**src/rtl/sec_counter_pkg.sv**
```systemverilog
// Shared definitions for the two-channel countdown timer:
// per-channel state encoding and the default counter width.
package sec_counter_pkg;

    localparam int DEFAULT_WIDTH = 64;

    typedef enum logic [1:0] {
        ST_IDLE = 2'd0,
        ST_RUN  = 2'd1,
        ST_DONE = 2'd2
    } chan_state_t;

endpackage

```
**src/rtl/countdown_channel.sv**
```systemverilog
// One countdown channel: load, decrement while running, and flag expiry.
// In auto-reload mode it restarts from the last loaded value instead of stopping.
module countdown_channel
    import sec_counter_pkg::*;
#(
    parameter int WIDTH       = DEFAULT_WIDTH,
    parameter bit AUTO_RELOAD = 1'b0
) (
    input  logic             clk,
    input  logic             reset,
    input  logic             ld,
    input  logic             dec,
    input  logic [WIDTH-1:0] din,
    output logic [WIDTH-1:0] count,
    output logic             done
);

    localparam logic [WIDTH-1:0] ONE = {{(WIDTH-1){1'b0}}, 1'b1};

    chan_state_t      state;
    logic [WIDTH-1:0] reload;

    // NOTE: state uses non-blocking assignments; the reload register is reset
    // with the rest so a fresh Load is the only way back into RUN.
    always_ff @(posedge clk or posedge reset) begin
        if (reset) begin
            state  <= ST_IDLE;
            count  <= '0;
            reload <= '0;
            done   <= 1'b0;
        end else if (ld) begin
            count  <= din;
            reload <= din;
            // A zero load expires at once; it never enters RUN, even with auto-reload.
            if (din == '0) begin
                state <= ST_DONE;
                done  <= 1'b1;
            end else begin
                state <= ST_RUN;
                done  <= 1'b0;
            end
        end else begin
            case (state)
                ST_RUN: begin
                    // In RUN, done is only ever the one-cycle auto-reload pulse.
                    done <= 1'b0;
                    if (dec) begin
                        if (count <= ONE) begin
                            if (AUTO_RELOAD) begin
                                count <= reload;
                                done  <= 1'b1;
                            end else begin
                                count <= '0;
                                state <= ST_DONE;
                                done  <= 1'b1;
                            end
                        end else begin
                            count <= count - ONE;
                        end
                    end
                end
                default: ;
            endcase
        end
    end

endmodule

```
**src/rtl/sec_countdown.sv**
```systemverilog
// Two-channel countdown timer; slt steers load and enable to one channel,
// the other channel holds its state.
module sec_countdown
    import sec_counter_pkg::*;
#(
    parameter int WIDTH       = DEFAULT_WIDTH,
    parameter bit AUTO_RELOAD = 1'b0
) (
    input  logic             clk,
    input  logic             reset,
    input  logic             slt,
    input  logic             en,
    input  logic             load,
    input  logic [WIDTH-1:0] din,
    output logic [WIDTH-1:0] output0,
    output logic [WIDTH-1:0] output1,
    output logic             done0,
    output logic             done1
);

    logic ld0, ld1, dec0, dec1;

    // Load wins over enable, so a load cycle never also decrements.
    assign ld0  = load & ~slt;
    assign ld1  = load &  slt;
    assign dec0 = en & ~load & ~slt;
    assign dec1 = en & ~load &  slt;

    countdown_channel #(
        .WIDTH       (WIDTH),
        .AUTO_RELOAD (AUTO_RELOAD)
    ) u_ch0 (
        .clk   (clk),
        .reset (reset),
        .ld    (ld0),
        .dec   (dec0),
        .din   (din),
        .count (output0),
        .done  (done0)
    );

    countdown_channel #(
        .WIDTH       (WIDTH),
        .AUTO_RELOAD (AUTO_RELOAD)
    ) u_ch1 (
        .clk   (clk),
        .reset (reset),
        .ld    (ld1),
        .dec   (dec1),
        .din   (din),
        .count (output1),
        .done  (done1)
    );

endmodule

```
**config.mk**
```make
export PLATFORM = sky130hd
export DESIGN_NAME = sec_countdown
export DESIGN_NICKNAME = d
export VERILOG_FILES = /design/src/rtl/sec_counter_pkg.sv /design/src/rtl/countdown_channel.sv /design/src/rtl/sec_countdown.sv
export SDC_FILE = /design/constraint.sdc
export NUM_CORES = 1
export LEC_CHECK = 0
export CAP_MARGIN = 25
export CORE_UTILIZATION = 55
export DETAILED_ROUTE_END_ITERATION = 8
export PLACE_DENSITY = 0.92
export SLEW_MARGIN = 20
export SYNTH_ARGS = -nofsm -noshare
export SYNTH_HDL_FRONTEND = slang
export SYNTH_SLANG_ARGS = --single-unit
```
**constraint.sdc**
```tcl
create_clock -name clk -period 14.2 [get_ports clk]
set_input_delay 3.55 -clock clk [delete_from_list [all_inputs] [get_ports clk]]
set_output_delay 3.55 -clock clk [all_outputs]
set_load 0.02 [all_outputs]
```
==> qor.yml <==
logic_synthesis:
  syn_nets: 1077
  yosysWarnings: 0
  synth_area_leader_cell: "dfrtp_1"
  synthCells: 1004
  synth_area_leaders: "dfrtp_1 (39%), nand2_1 (6.4%), xnor2_1 (5.4%), o21ai_0 (5.1%), xor2_1 (4.4%)"
  synth_seq_area_share_pct: 39.1
  synthArstFlopShare_pct: 100
  ys_seq_elements: 134
  yosysMostFrequentCell: "nand2_1"
  avgSynthCellArea_um2: 8.54
  syn_area_mm2: 0.00857
  ys.flop_type: "dfrtp_1"
  synth.distinct_cells: 62
  netlist.area_leader.share_pct: 39.1
  yosys-top-cells-count: "nand2_1 (145), dfrtp_1 (134), o21ai_0 (87)"
  synth-edff-count: 0
clock_tree:
  clockRootBuffer: "clkbuf_16"
  cts_buffers: 17
  hold_buffers: 0
  clk_pin_slew_ns: 0.06
  clock_latency_ns: 0.44
  htree_levels: 4
  clockBufferDepth: 2
  cts_resized: 0
  cts_tree: "built"
  clock-sinks: 134
  cts_setup_buffers: 0
setup_path:
  crit_buf_inv: 1
  startpoint_type: "input port"
  slowest_stage: "and4_1"
  slowest_delay_ns: 0.92
  crit_path_end_kind: "flop"
  path_class: "in2reg"
  cp_cell_sequence: "clkdlybuf4s50_1 > nor2b_1 > and3_1 > and4_1 > nor2_1 > a21o_1"
  critical_path.max_fanout: 20
  arrival_ns: 6.39
  path_delay_family: "simple AND/OR/NAND/NOR gates"
  crit_required_ns: 14.53
global_routing:
  antenna_found_initial: 0
  grt_max_degree: 75
  grt_pass1_wl_mm: 48.6
  grt_pass1_vias: 8724
  overflow: 0
  grt_use_total_pct: 39.8
detailed_routing:
  drt_iter0_markers: 1591
  drt-total-wl_mm: 31.9
  drtAntennaViolNets: 0
  route.vias.total: 9506
  firstDrtPassIters: 6
  vias_per_cell: 6.89
  drc_errors: 0
  wl_per_cell_um: 23.1
timing:
  fin_crit_ns: 6.06
  relSlewSlack_pct: 30.6
  drv_slew: 0
  tightest_slew_ns: 1.04
  fin_crit_sh_pct: 42.7
  setup-tns-final_ns: 0
  setup_violations: 0
  hold_slack_ns: 0.505
  worst_slack_ns: 8.14
  skew_ns: 0.00869
  rsz0062_at_grt: "no"
  hold_viol: 0
  fmax_mhz: 165
placed_design:
  dpl_cell_area_mm2: 0.0106
  dp_worst_setup_slack_ns: 7.84
  post-place-cells: 1347
  io_buffers: 198
  gp_congestion: 0.993
  dp_hpwl_mm: 22.6
floorplanning:
  die_w_um: 127
  start_util_pct: 56.4
  rows: 45
  coreArea_mm2: 0.0152
  io_pins: 199
  die_y_um: 127
  die_area_mm2: 0.0161
power_and_ir_drop:
  power_mw: 1.41
  peakVddDrop_v: 0.0000977
  leakage_nw: 4.07
  power.density_mw_per_mm2: 125
layout:
  design_area_mm2: 0.0113
  final_util_pct: 74.2
  layout.nets: 1252
  finalNonFillerCells: 1380
  drive_gt1_share_pct: 6.38
  synthToLayoutAreaGrowth_pct: 31.6
  diodes: 0
flow_run:
  cap_violations: 0
run_status:
  status: "complete, no violations"
hold_path:
  min_path_type: "reg2reg"
[worst paths after layout]
kind / startpoint / endpoint / slack [ns] / cells after the start
setup / recovery: load / u_ch1.state[0] / 8.14 / 6
hold / removal: u_ch1.state[0] / u_ch1.state[0] / 0.50 / 1
setup reg to reg: u_ch0.count[6] / u_ch0.count[10] / 9.86 / 6
hold reg to reg: u_ch1.state[0] / u_ch1.state[0] / 0.50 / 1
max in group asynchronous: reset / u_ch0.count[62] / 9.17 / 3
min in group asynchronous: reset / u_ch0.count[14] / 3.63 / 2
[cell families (layout without fill, tap and decap cells)]
logic type | count (synthesis) | count (layout) | share of synthesized area, %
flip-flops | 134 | 134 | 39.1
XOR/XNOR | 96 | 96 | 9.81
adder cells (fa/ha/maj) | 4 | 4 | 0.584
AO/OA/AOI/OAI | 196 | 196 | 14.4
AND/OR/NAND/NOR | 506 | 506 | 32.7
buffers and inverters | 68 | 256 | 3.40
[report_power, final]
group | internal (mW) | switching, mW | total [mW] | leakage (nW)
clock | 0.311 | 0.178 | 0.489 | 0.303
sequential | 0.435 | 0.0941 | 0.529 | 1.65
combinational | 0.177 | 0.215 | 0.392 | 2.12
[placed cells by master, fill, tap and decap left out, types with 5 or more instances in the layout]
cell type / instances
a32oi_1: 6
nand2_1: 145
o21ai_0: 86
dfrtp_1: 134
and2_1: 9
o21ai_1: 9
nor2b_1: 6
or4_1: 13
and4_1: 5
clkdlybuf4s50_1: 198
nor3_1: 59
nand3_1: 38
buf_4: 6
nor4_2: 7
nand4b_1: 7
xnor2_1: 53
a31oi_1: 14
nand4_1: 29
a21oi_1: 10
nor4_1: 59
inv_1: 18
nand2b_1: 5
a22oi_1: 21
clkbuf_16: 17
o31ai_1: 18
xor2_1: 43
or3_1: 18
o211ai_1: 10
and3_1: 10
nor2_1: 58
bufinv_16: 5
[routing by layer]
metal	global-route usage, %	wire length, um	part of all wire, %
met4	24.2	2150	6.7
met2	58.8	13700	43
met3	9.41	4100	13
met1	53.2	11900	37
met5	0	0	0
[area by class of cell]
type | count | area, um^2
fill | 1094 | 3920
clock inverter | 13 | 205
sequential | 134 | 3350
tap | 188 | 235
multi-input combinational | 802 | 4950
inverter | 19 | 73.8
timing repair buffer | 205 | 2030
clock buffer | 19 | 433
[state kept, by name, indices dropped and copies added (netlist names)]
signal and cells:
u_ch0.state 2, u_ch1.state 2, u_ch0.count 64, u_ch0.done 1, u_ch1.done 1, u_ch1.count 64
No activity file was read; power rests on OpenSTA's default activity.
